### src/rtl/tmds_decoder.sv
// TMDS channel decoder: finds the bit alignment of a deserialized 10-bit stream
// by hunting for control tokens, then decodes pixel bytes and control bits.
module tmds_decoder #(
  parameter int unsigned SEARCH_TIMEOUT = 2048,
  parameter int unsigned LOCK_TOKENS    = 8,
  parameter int unsigned LOSS_TIMEOUT   = 4096
) (
  input  logic       pixclk,
  input  logic       rstn,
  input  logic [9:0] tmds_word,
  output logic [7:0] data,
  output logic       de,
  output logic [1:0] ctrl,
  output logic       locked,
  output logic [3:0] bit_offset
);

  localparam int unsigned TMAX = (SEARCH_TIMEOUT > LOSS_TIMEOUT) ? SEARCH_TIMEOUT : LOSS_TIMEOUT;
  localparam int unsigned TW   = $clog2(TMAX) + 1;
  localparam int unsigned CW   = $clog2(LOCK_TOKENS) + 1;

  typedef enum logic [1:0] {SEARCH, VERIFY, LOCKED} state_t;

  state_t          state;
  logic [3:0]      off;
  logic [TW-1:0]   timer;
  logic [CW-1:0]   tok_cnt;
  logic [9:0]      prev_word;

  logic [19:0]     window;
  logic [9:0]      a_word;
  logic            is_tok;
  logic [1:0]      tok_code;

  // Stage-1 copy of the aligned word, paired with the FSM state it produced
  logic [9:0]      a_q;
  logic            tok_q;
  logic [1:0]      code_q;
  logic [7:0]      dec_byte;
  logic [3:0]      off_next;

  assign window   = {tmds_word, prev_word};
  assign a_word   = window[off +: 10];
  assign off_next = (off == 4'd9) ? 4'd0 : off + 4'd1;

  always_comb begin
    is_tok   = 1'b1;
    tok_code = 2'b00;
    case (a_word)
      10'b1101010100: tok_code = 2'b00;
      10'b0010101011: tok_code = 2'b01;
      10'b0101010100: tok_code = 2'b10;
      10'b1010101011: tok_code = 2'b11;
      default:        is_tok   = 1'b0;
    endcase
  end

  always_comb begin
    logic [7:0] v;
    v        = a_q[9] ? ~a_q[7:0] : a_q[7:0];
    dec_byte = '0;
    dec_byte[0] = v[0];
    for (int unsigned i = 1; i < 8; i++) begin
      dec_byte[i] = a_q[8] ? (v[i] ^ v[i-1]) : ~(v[i] ^ v[i-1]);
    end
  end

  always_ff @(posedge pixclk or negedge rstn) begin
    if (!rstn) begin
      prev_word <= '0;
      state     <= SEARCH;
      off       <= '0;
      timer     <= '0;
      tok_cnt   <= '0;
      a_q       <= '0;
      tok_q     <= 1'b0;
      code_q    <= '0;
    end else begin
      prev_word <= tmds_word;
      a_q       <= a_word;
      tok_q     <= is_tok;
      code_q    <= tok_code;
      case (state)
        SEARCH: begin
          if (is_tok) begin
            timer   <= '0;
            tok_cnt <= CW'(1);
            state   <= (LOCK_TOKENS <= 1) ? LOCKED : VERIFY;
          end else if (timer == TW'(SEARCH_TIMEOUT - 1)) begin
            off   <= off_next;
            timer <= '0;
          end else begin
            timer <= timer + TW'(1);
          end
        end
        VERIFY: begin
          if (is_tok) begin
            tok_cnt <= tok_cnt + CW'(1);
            if (tok_cnt == CW'(LOCK_TOKENS - 1)) begin
              state <= LOCKED;
              timer <= '0;
            end
          end else begin
            state   <= SEARCH;
            off     <= off_next;
            timer   <= '0;
            tok_cnt <= '0;
          end
        end
        LOCKED: begin
          if (is_tok) begin
            timer <= '0;
          end else if (timer == TW'(LOSS_TIMEOUT - 1)) begin
            state   <= SEARCH;
            off     <= off_next;
            timer   <= '0;
            tok_cnt <= '0;
          end else begin
            timer <= timer + TW'(1);
          end
        end
        default: begin
          state   <= SEARCH;
          off     <= '0;
          timer   <= '0;
          tok_cnt <= '0;
        end
      endcase
    end
  end

  // state/off here already reflect the word held in a_q, so lock gain and loss
  // land on the very word that caused them
  always_ff @(posedge pixclk or negedge rstn) begin
    if (!rstn) begin
      data       <= '0;
      de         <= 1'b0;
      ctrl       <= '0;
      locked     <= 1'b0;
      bit_offset <= '0;
    end else begin
      bit_offset <= off;
      if (state == LOCKED) begin
        locked <= 1'b1;
        if (tok_q) begin
          de   <= 1'b0;
          ctrl <= code_q;
          data <= '0;
        end else begin
          de   <= 1'b1;
          data <= dec_byte;
        end
      end else begin
        locked <= 1'b0;
        de     <= 1'b0;
        ctrl   <= '0;
        data   <= '0;
      end
    end
  end

endmodule

### config.mk
export PLATFORM = sky130hd
export DESIGN_NAME = tmds_decoder
export DESIGN_NICKNAME = d
export VERILOG_FILES = /design/src/rtl/tmds_decoder.sv
export SDC_FILE = /design/constraint.sdc
export NUM_CORES = 1
export LEC_CHECK = 0
export BUFFER_PORTS_ARGS = -buffer_cell sky130_fd_sc_hd__buf_4
export CORE_ASPECT_RATIO = 1.25
export CORE_UTILIZATION = 54
export DETAILED_ROUTE_END_ITERATION = 6
export GPL_TIMING_DRIVEN = 0
export PLACE_DENSITY = 0.74
export SYNTH_ARGS = -nofsm -noshare
export SYNTH_HDL_FRONTEND = slang
export SYNTH_SLANG_ARGS = --single-unit
### constraint.sdc
create_clock -name pixclk -period 2.7 [get_ports pixclk]
set_input_delay 0.405 -clock pixclk [delete_from_list [all_inputs] [get_ports pixclk]]
set_output_delay 0.405 -clock pixclk [all_outputs]
set_load 0.02 [all_outputs]
### Word-level counts from Yosys, hierarchy flattened

Cells that the tools add are included.

* bits of input ports: 12
* logic and storage cells: 97
* output and inout port bits: 16
* flip-flop bits (word level): 62

* eq/ne operators: 18
* reduce and logical (&&, ||, !) cells: 5
* shift operators: 1
* bitwise operators: 15
* multiplexer cells: 42
* $add $sub $neg: 3

Operators with widths (number)
* 2-to-1 mux 13 bit: 6
* 2-to-1 mux 4 bit: 10
* case mux 13 bit (3 select lines): 1
* 2-to-1 mux 8 bit: 3
* case mux 4 bit (3 select lines): 2
* equality test 10 bit, second input constant: 2
* variable part select 20 x 5 -> 10 bit: 1
* 2-to-1 mux 2 bit: 7
* != test 2 bit, second input constant: 7
* adder 13 x 1 -> 13 bit, second input constant: 1
* equality test 13 x 11 -> 1 bit, second input constant: 1
* equality test 13 x 12 -> 1 bit, second input constant: 1
* case mux 2 bit (3 select lines): 2
* 2-to-1 mux 1 bit: 11
* equality test 10 x 8 -> 1 bit, second input constant: 1
* equality test 10 x 9 -> 1 bit, second input constant: 1
* adder 4 x 1 -> 4 bit, second input constant: 2
* NOT 8 bit: 1
* NOT 1 bit: 7
* XOR 1 bit: 7
* AND reduction 5 bit: 1
* equality test 4 x 3 -> 1 bit, second input constant: 1
* equality test 4 bit, second input constant: 1
* AND reduction 4 bit: 1
* 6 further kinds: 6

### Depth between registers and ports, before layout

Gate-level depths: netlist of run 1.

* depth after elaboration: 7
* mapped depth: 12

### Worst setup path after synthesis of run 1

No wires, ideal clock.

* path kind: reg2reg
* start point: reg off[1]
* end point: reg timer[12]
* stages on the path, launching flop included: 10
* clock period less this slack: 2829 ps
* data arrival time: 2746 ps
* path slack: -129 ps
* cell sequence: dfrtp_1 buf_6 buf_6 mux4_2 mux2i_4 a32oi_1 or4_4 a2111o_1 buf_6 o22ai_1

* word-level cells in the longest chain between the ends: 6

RTL lines
* start, declared: line 25 `logic [3:0] off;`
* start signal, assigned: line 90 `off <= off_next;`
* start signal, assigned: line 105 `off <= off_next;`
* start signal, assigned: line 115 `off <= off_next;`
* variable part select 20 x 5 -> 10 bit (*): line 43 `assign a_word = window[off +: 10];`
* equality test 10 bit, or another cell as far along: line 49 `case (a_word)`
* OR reduction 4 bit (no line) (*)
* 2-to-1 mux 1 bit (*): line 49
* 2-to-1 mux 13 bit, on equally long branches: line 111, 85, 97
* case mux 13 bit (3 select lines): line 83 `case (state)`
* end signal, assigned: line 93 `timer <= timer + TW'(1);`
* end signal, assigned: line 119 `timer <= timer + TW'(1);`
* end, declared: line 26 `logic [TW-1:0] timer;`

Mark *: on every way between the ends. The rest lies on a longest branch, timed or not.
A chain may end at the register's enable or synchronous reset.

### Worst setup path in the final report of run 1

* start point: reg off[1]
* end point: reg timer[6]

Same word-level chain as after synthesis.

==> metrics.cfg, run 1 <==
[placement]
placed_cells=448
portBuffers=27
gp_congestion=0.8459
dp_hpwl_um=5157
pre_cts_ws_ns=-0.5633

[timing]
relSlewSlack_pct=49.15
whs_ns=0.1343
rsz0062_at_grt=true
setup_viol=24
final_hold_viol_count=0
fin_skew_ns=0.01368
tns_ns=-6.717
worst_pin_slew_ns=0.7628
max_freq_ghz=0.3259
min_period_ns=3.069
period_share_pct=113.7
fin_ws_ns=-0.3688
final-max-slew-violation-count=0

[layout]
antenna_cells=0
ff_latch_area_mm2=0.001551
drive_above_1_share_pct=29.62
final_nets=406
num-fill-cells=446
fin_cells=480
areaGrowthSynthToFinish_pct=23.99
multi_input_comb_area_mm2=0.001891

[clocking]
cts-buffers-inserted=9
clk_path_buf_depth=2
h-tree-depth=3
clk_latency_ns=0.35
ctsHoldBuffers=0
clk_pin_slew_ns=0.08
cts.sinks=62
ctsRootBufferMaster=clkbuf_8
cts_tree=yes

[floorplan]
die_h_um=92.14
rows=32
initial_core_util_pct=56.55
die_x_um=74.11
fp.coreArea_mm2=0.006206
pin_count=28
die_area_mm2=0.006828

[worst_setup_path]
crit_fanout=10
startpoint_type=register
critPathCaptureType=register
worstSetupPathType=register to register
crit_arrival_ns=3.33
required_ns=2.96

[global_routing]
grt_max_degree=63
gr-usage-all-layers_pct=26.01
first_global_vias=2820
grt_first_pass_wirelength_um=13410
gr-total-overflow=0
antenna_found_initial=0

[route]
vias_per_cell=6.010
drtIter0Drc=215
drc=0
wl_um=8112
routedWlPerCell_um=16.90
ant_nets=0
vias=2885
drtPass1Iterations=5

[power]
fin_total_pwr_mw=2.195
p_per_area_mw_per_mm2=504.3
ir_drop_mv=0.3107
p_leak_nw=1.863

[outcome]
violations=negative setup slack
status=finished, violations left

[yosys]
synth-seq-cells=62
synth_edf_count=0
synth_area_mm2=0.003510
synth_nets=352
netlist_instances=336
synth-main-ff-cell=dfrtp_1
postSynth.asyncResetShare_pct=100.0
yosys_warnings=0
ys_types=56
syn_avg_cell_area_um2=10.45
yosysSeqAreaShare_pct=44.21

[flow_run]
maxCapViolations=0

[worst_hold_path]
hp-class=input port to asynchronous set/reset pin

[sequential cells by signal (all words and copies together) (netlist names)]
register	flops
tok_q	1
de	1
ctrl	2
data	8
code_q	2
a_q	10
bit_offset	4
timer	13
locked	1
tok_cnt	4
off	4
state	2
prev_word	10
[kinds of logic (layout without fill, tap and decap cells)]
kind of cell | count (synthesis) | in the layout | share of synthesized area, %
buf+inv | 46 | 105 | 5.847
mux | 36 | 36 | 14.90
fa+ha+maj | 4 | 4 | 1.426
simple gates | 112 | 112 | 16.76
flops | 62 | 62 | 44.21
compound gates | 59 | 59 | 12.62
xor+xnor | 17 | 17 | 4.243
[report_power, final]
| group | internal, mW | switching, mW | total (mW) |
|---|---|---|---|
| clock network | 0.419 | 0.372 | 0.791 |
| logic | 0.167 | 0.187 | 0.354 |
| registers | 0.999 | 0.0504 | 1.05 |
[layout by cell type, fill, tap and decap left out, types with 3 or more instances in the layout]
master	netlist	layout
dfrtp_1	62	62
buf_4	1	46
nor2_1	28	27
inv_1	23	23
nand3_1	20	20
nor3_1	15	15
xnor2_1	15	15
mux2i_1	17	14
nand2_1	13	13
mux4_2	10	11
clkbuf_8	0	9
clkbuf_1	12	7
a21oi_1	7	7
nand4_1	7	7
a31oi_1	6	6
and3_1	6	6
o211ai_2	6	6
buf_6	3	5
mux2_2	6	5
o22ai_1	5	5
o21ai_0	8	5
o211ai_1	5	5
nor3b_1	4	4
ha_1	4	4
clkinv_2	0	4
buf_8	0	3
o21ai_1	1	3
and3b_1	3	3
nor2b_1	3	3
[worst paths after layout]
| path | endpoint | startpoint | depth (start not counted) | slack, ns |
|---|---|---|---|---|
| max | timer[6]$_DFFE_PN0P_ | off[1]$_DFFE_PN0P_ | 10 | -0.37 |
| min | prev_word[2]$_DFF_PN0_ | rstn | 1 | 0.13 |
| max reg2reg | timer[6]$_DFFE_PN0P_ | off[1]$_DFFE_PN0P_ | 10 | -0.37 |
| min reg2reg | bit_offset[3]$_DFF_PN0_ | off[3]$_DFFE_PN0P_ | 0 | 0.38 |
| max in group asynchronous | timer[5]$_DFFE_PN0P_ | rstn | 1 | 2.06 |
| min in group pixclk | prev_word[7]$_DFF_PN0_ | tmds_word[7] | 1 | 0.18 |
[synth_stat cells (all sizes together), types with 3 or more instances]
library cell	number	area, um^2
dfrtp	62	1551
nor2	28	105.1
inv	23	86.33
nand3	20	100.1
mux2i	18	192.7
nor3	15	75.07
xnor2	15	131.4
nand2	13	48.80
clkbuf	12	45.04
buf	11	73.82
mux4	11	251.5
o211ai	11	112.6
o21ai	9	45.04
a21oi	7	35.03
mux2	7	78.82
nand4	7	43.79
a31oi	6	37.54
and3	6	37.54
o22ai	5	31.28
ha	4	50.05
nor3b	4	30.03
and3b	3	26.28
nand2b	3	18.77
nor2b	3	18.77
or4	3	26.27
[cell type report]
cell class,instances,area share [%]
clock inverter,7,1.495
multi-input combinational,228,43.44
clock buffer,9,2.846
inverter,23,1.984
timing repair buffer,44,8.166
tap,85,2.444
sequential,62,35.65
buffer,22,3.968
[routing by layer]
metal,wire [um],global-route usage [%]
met1,3465,35.43
met2,3990,39.92
met3,479,5.385
met4,177,10.90
met5,0,0
[worst max-delay path, cell delays in order, from the launching register on]
cell and delay [ns]:
dfrtp_1 0.39, buf_6 0.15, buf_8 0.13, buf_4 0.17
mux2i_1 0.20, a211oi_2 0.34, a32oi_2 0.21, or4_4 0.58
a2111o_1 0.49, buf_6 0.19, o211ai_2 0.14
[repair_timing]
action / 4_1_cts / 5_1_grt
gates resized for setup: 18 / 37
setup buffers: 10 / 5
gates cloned: 2 / 0
pin swaps: 2 / 6
setup endpoints to repair: 24 / 25
[through the flow]
step	area (um^2)	util, %
after floorplan	3515	-
after global placement	3824	61.61
after detailed placement	3824	61.61
after CTS	4177	67.30
after global routing	4352	70.12
final	4352	70.12
No activity file was read; power rests on OpenSTA's default activity.
==> run 2: changes to the inputs <==
- BUFFER_PORTS_ARGS: -buffer_cell sky130_fd_sc_hd__buf_4 -> not set
- CORE_UTILIZATION: 54 -> 57
- DONT_BUFFER_PORTS: not set -> 1
- GPL_TIMING_DRIVEN: 0 -> not set
- PLACE_DENSITY: 0.74 -> 0.73
==> run 2 against run 1 <==
The run still ends with negative setup slack left; cell count down 0.63%; setup slack better by 0.083 ns; worst hold slack worse by 0.052 ns; sequential power about the same; clock power up 15%; critical path type unchanged.
==> metrics.cfg, run 2 (synthesized netlist as in run 1, its figures left out) <==
[global_routing]
first_global_vias=2993
grt_max_degree=63
grt_use_met2_pct=46.11
gr-usage-all-layers_pct=28.17
gr-total-overflow=0
grt_first_pass_wirelength_um=14250
antenna_found_initial=0
met1_usage_pct=35.23
met3_usage_pct=6.614
grt_busiest_layer=met2

[clocking]
ctsRootBufferMaster=clkbuf_8
clk_latency_ns=0.34
cts.sinks=62
cts_tree=yes
clk_pin_slew_ns=0.08
clk_path_buf_depth=2
cts-buffers-inserted=9
h-tree-depth=3

[timing]
tns_ns=-4.954
final_hold_viol_count=0
period_share_pct=110.6
fin_ws_ns=-0.2860
max_freq_ghz=0.3349
worst_pin_slew_ns=0.5653
fin_skew_ns=0.009134
relSlewSlack_pct=62.31
final-max-slew-violation-count=0
rsz0062_at_grt=true
min_period_ns=2.986
setup_viol=24

[layout]
drive_above_1_share_pct=34.18
antenna_cells=0
final_nets=406
areaGrowthSynthToFinish_pct=28.20
final_util_pct=76.82
num-fill-cells=346
largest_register_ffs=13
mostFrequentLayoutCells=60 x dfrtp_1, 52 x buf_4, 27 x nor2_1, 22 x inv_1, 19 x nand3_1
top_register=timer
top_regs=timer (13), a_q (10), prev_word (10)
final_common_cell=dfrtp_1

[route]
vias=2852
ant_nets=0
vias_per_cell=5.979
wl_um=8463
drtPass1Iterations=4
routedWlPerCell_um=17.74
drc=0
drtIter0Drc=175

[floorplan]
rows=31
initial_core_util_pct=59.92
die_x_um=72.19
pin_count=28
die_area_mm2=0.006477
die_h_um=89.73
fp.coreArea_mm2=0.005857

[worst_setup_path]
slowest_stage=or4_4
cp_cell_sequence=buf_6 > mux4_2 > buf_6 > mux2i_1 > mux2i_1 > or4_4 > a2111o_1 > buf_6 > o211ai_1
crit_path_frequent_cell=buf_6
critPathCaptureType=register
path_buf_inv=3
crit_fanout=8
required_ns=2.96
slowest_delay_ns=0.59
crit_arrival_ns=3.25
r2r_slack_ns=-0.29
worstSetupPathType=register to register
startpoint_type=register
crit_family=multiplexers

[outcome]
violations=negative setup slack
status=finished, violations left

[placement]
gp_congestion=0.8396
portBuffers=0
dp_hpwl_um=5181

[worst_hold_path]
hp-class=input port to register

[power]
p_leak_nw=1.921
p_per_area_mw_per_mm2=514.5
fin_total_pwr_mw=2.315
ir_drop_mv=0.2990

[flow_run]
maxCapViolations=0

## run 2: layout make-up
class	count	area [um^2]	area share, %
timing repair buffer	66	571.8	12.71
clock buffer	9	123.9	2.753
inverter	23	88.84	1.974
tap	82	102.6	2.280
sequential	62	1554	34.54
multi-input combinational	228	1961	43.58
clock inverter	7	97.59	2.169
## run 2: final timing paths
path	cells past startpoint	to	start
worst max-delay path	9	timer[2]$_DFFE_PN0P_	off[1]$_DFFE_PN0P_
worst max register to register	9	timer[2]$_DFFE_PN0P_	off[1]$_DFFE_PN0P_
worst min-delay path	0	prev_word[7]$_DFF_PN0_	tmds_word[7]
max in group asynchronous	2	off[3]$_DFFE_PN0P_	rstn
min in group asynchronous	2	data[3]$_DFF_PN0_	rstn
worst min register to register	2	ctrl[1]$_DFFE_PN0N_	code_q[1]$_DFF_PN0_
## run 2: repair_timing
action                                 CTS  global route
pin swaps                               14             4
setup endpoints to repair               25            26
resized for setup                       49            10
hold buffers                             2             0
cloned                                   1             0
setup buffers                           12             5
endpoints found under the hold margin   62             0
## run 2: through the flow
stage	setup WS (ns)	instance area, um^2	hold slack (ns)	cells
global placement	-0.2778	3866	0.1106	443
floorplan	-0.1194	3515	0.1094	336
global route	-0.3881	4499	0.06708	477
CTS	-0.2069	4422	0.07159	473
finish	-0.2860	4499	0.08217	477
detailed placement	-0.2994	3866	0.1105	443
## run 2: report_power, final
group          total (mW)  leakage [nW]  switching, mW  internal, mW
sequential           1.07         0.750         0.0699         0.999
combinational       0.333          1.07          0.166         0.168
clock               0.913         0.106          0.391         0.522
## run 2: metal layers
| layer | routed length, um | vias up | share of wire [%] |
|---|---|---|---|
| met5 | 0 | - | 0 |
| met4 | 225 | 0 | 2.7 |
| met3 | 360 | 24 | 4.3 |
| met2 | 4385 | 88 | 52 |
| met1 | 3492 | 1402 | 41 |
| li1 | - | 1338 | - |
==> run 3: changes to the inputs <==
- ABC_AREA: not set -> 1
==> run 3 against run 2 <==
The run ends with design-rule violations left; clock skew increased by 0.0066 ns; flip-flop and latch count unchanged; cell area fell by 18%; count of clock-buffer cells in the layout increased by 2; area after synthesis fell by 2.4%; non-clock buffer count decreased by 58; wire length decreased by 16%; sequential power about the same.
==> metrics.cfg, run 3 <==
[placement]
post_dp_cell_area_mm2=0.003470
gp_congestion=0.9091
dp_hpwl_um=5099
portBuffers=0

[layout]
final_nets=458
mostFrequentLayoutCells=120 x nand2_1, 93 x nand3_1, 62 x dfrtp_1, 37 x inv_1, 23 x nor2_1
top_regs=timer (13), a_q (10), prev_word (10)
antenna_cells=0
areaGrowthSynthToFinish_pct=8.178
top_register=timer
drive_above_1_share_pct=11.41
final_cell_area_mm2=0.003707
final_common_cell=nand2_1
largest_register_ffs=13
final_util_pct=64.15
num-fill-cells=488

[route]
drtIter0Drc=174
wl_um=7104
drtPass1Iterations=6
wl_met2_um=3605
vias=2864
met3_wirelength_um=348
routedWlPerCell_um=13.85
wl_met1_um=2900
highest-signal-layer=met4
drc=4
vias_per_cell=5.583
ant_nets=0

[global_routing]
grt_first_pass_wirelength_um=11940
gr-usage-all-layers_pct=24.71
gr-total-overflow=0
grt_max_degree=63
antenna_found_initial=0
first_global_vias=2715

[worst_setup_path]
cp_cell_sequence=inv_2 > nand2_1 > nand3_1 > nand3_1 > nand2_1 > nand2_1 > nand3_1 > nand2_1 > nor2_1 > nand2_2 > nand2_4 > nand3_4 > o21ai_0
crit_fanout=21
reg2reg_to=timer[12]$_DFFE_PN0P_
slowest_stage=dfrtp_1
crit_start=off[0]$_DFFE_PN0P_
rr_worst_depth=13
path_buf_inv=1
required_ns=2.95
worst_r2r_startpoint=off[0]$_DFFE_PN0P_
crit_family=simple AND/OR/NAND/NOR gates
r2r_slack_ns=0.39
critPathCaptureType=register
worstSetupPathType=register to register
startpoint_type=register
crit_arrival_ns=2.56
slowest_delay_ns=0.39
crit_path_frequent_cell=nand2_1

[power]
ir_drop_mv=0.3437
p_switching_mw=0.6152
swShare_pct=27.86
pwr-share-comb_pct=13.4
p_per_area_mw_per_mm2=595.6
p_leak_nw=1.827
power.internal_mw=1.593
p_clk_share_pct=37.0
p_seq_share_pct=49.6

[clocking]
postCtsSetupRepairBufs=0
cts.sinks=62
clk_path_buf_depth=2
ctsRootBufferMaster=clkbuf_8
ctsHoldBuffers=2
cts_resized=0
clk_latency_ns=0.35
h-tree-depth=3
cts_tree=yes
clk_pin_slew_ns=0.08
cts-buffers-inserted=9

[yosys]
syn_avg_cell_area_um2=7.860
synth_area_mm2=0.003427
synth-seq-cells=62
synth_edf_count=0
synth_area_leader_cell=dfrtp_1
yosys_warnings=0
yosysSeqAreaShare_pct=45.27
ys_types=31
synth.most_common_cell=nand2_1
synthTopCellsByCount=120 x nand2_1, 93 x nand3_1, 62 x dfrtp_1
synth-main-ff-cell=dfrtp_1
synthTopCellsByArea=dfrtp_1 45%, nand3_1 14%, nand2_1 13%
synth_nets=452
postSynth.asyncResetShare_pct=100.0
netlist_instances=436
synth_top_cell_area_share_pct=45.27

[timing]
period_share_pct=85.48
whs_ns=0.07572
min_period_ns=2.308
final_hold_viol_count=0
setup_viol=0
rsz0062_at_grt=false
worst_pin_slew_ns=0.4436
tns_ns=0
relSlewSlack_pct=70.32
fin_skew_ns=0.01575
final-max-slew-violation-count=0
max_freq_ghz=0.4333

[floorplan]
die_area_mm2=0.006328
fp.coreArea_mm2=0.005779
die_h_um=88.69
rows=31
die_x_um=71.36
pin_count=28
initial_core_util_pct=59.30

[outcome]
violations=design-rule violations
status=finished, violations left

[worst_hold_path]
holdPathStages=0
min_from=tmds_word[8]
hp-class=input port to register
holdPathEnd=prev_word[8]$_DFF_PN0_

[flow_run]
maxCapViolations=0

==> run 3: cell types whose count changed after synthesis, moves of 11 or more <==
cell,previous run,this run
nand2_1,13,120
nand3_1,20,93
mux2i_1,17,0
inv_1,23,37
clkbuf_1,12,0
o21ai_1,1,13
xnor2_1,15,3
nor3_1,15,4
xor2_1,2,13
==> run 3: cells by family after synthesis <==
family | share of synthesized area (%)
compound gates | 5.695
xor+xnor | 4.089
flops | 45.27
mux | 0.3286
buf+inv | 6.864
simple gates | 36.29
fa+ha+maj | 1.460
==> run 3: per-layer routing <==
metal	vias up	track usage [%]
met5	-	0
met3	22	6.720
met4	0	13.64
met2	95	42.51
met1	1308	27.95
li1	1439	-
==> run 3: worst max path at each step <==
stage	end	slack (ns)	cells after the start
floorplan	timer[6]$_DFFE_PN0P_	0.78	12
global placement	state[1]$_DFFE_PN0P_	0.43	14
detailed placement	state[1]$_DFFE_PN0P_	0.40	14
CTS	timer[12]$_DFFE_PN0P_	0.38	13
global route	state[1]$_DFFE_PN0P_	0.13	14
finish	timer[12]$_DFFE_PN0P_	0.39	13
==> run 3: stage by stage <==
stage / power (mW) / cells / setup WS, ns
after floorplan: 1.334 / 436 / 0.7800
after global placement: 1.375 / 495 / 0.4261
after detailed placement: 1.386 / 495 / 0.4005
after CTS: 2.222 / 513 / 0.3848
after global routing: 2.325 / 513 / 0.1307
final: 2.208 / 513 / 0.3920
==> run 3: power by group through the flow <==
stage	combinational (mW)	clock [mW]	sequential, mW
6_report	0.295	0.817	1.10
5_1_grt	0.349	0.869	1.11
4_1_cts	0.299	0.827	1.10
3_5_place_dp	0.272	0	1.11
3_3_place_gp	0.264	0	1.11
2_1_floorplan	0.235	0	1.10
==> run 3: area by class of cell <==
type                       instances  area [um^2]  share of cell area (%)
sequential                        62         1551                   41.85
multi-input combinational        321         1640                   44.25
clock inverter                     5        58.81                   1.586
inverter                          40        150.1                   4.050
tap                               66        82.58                   2.227
clock buffer                      11        141.4                   3.814
timing repair buffer               8        82.58                   2.227
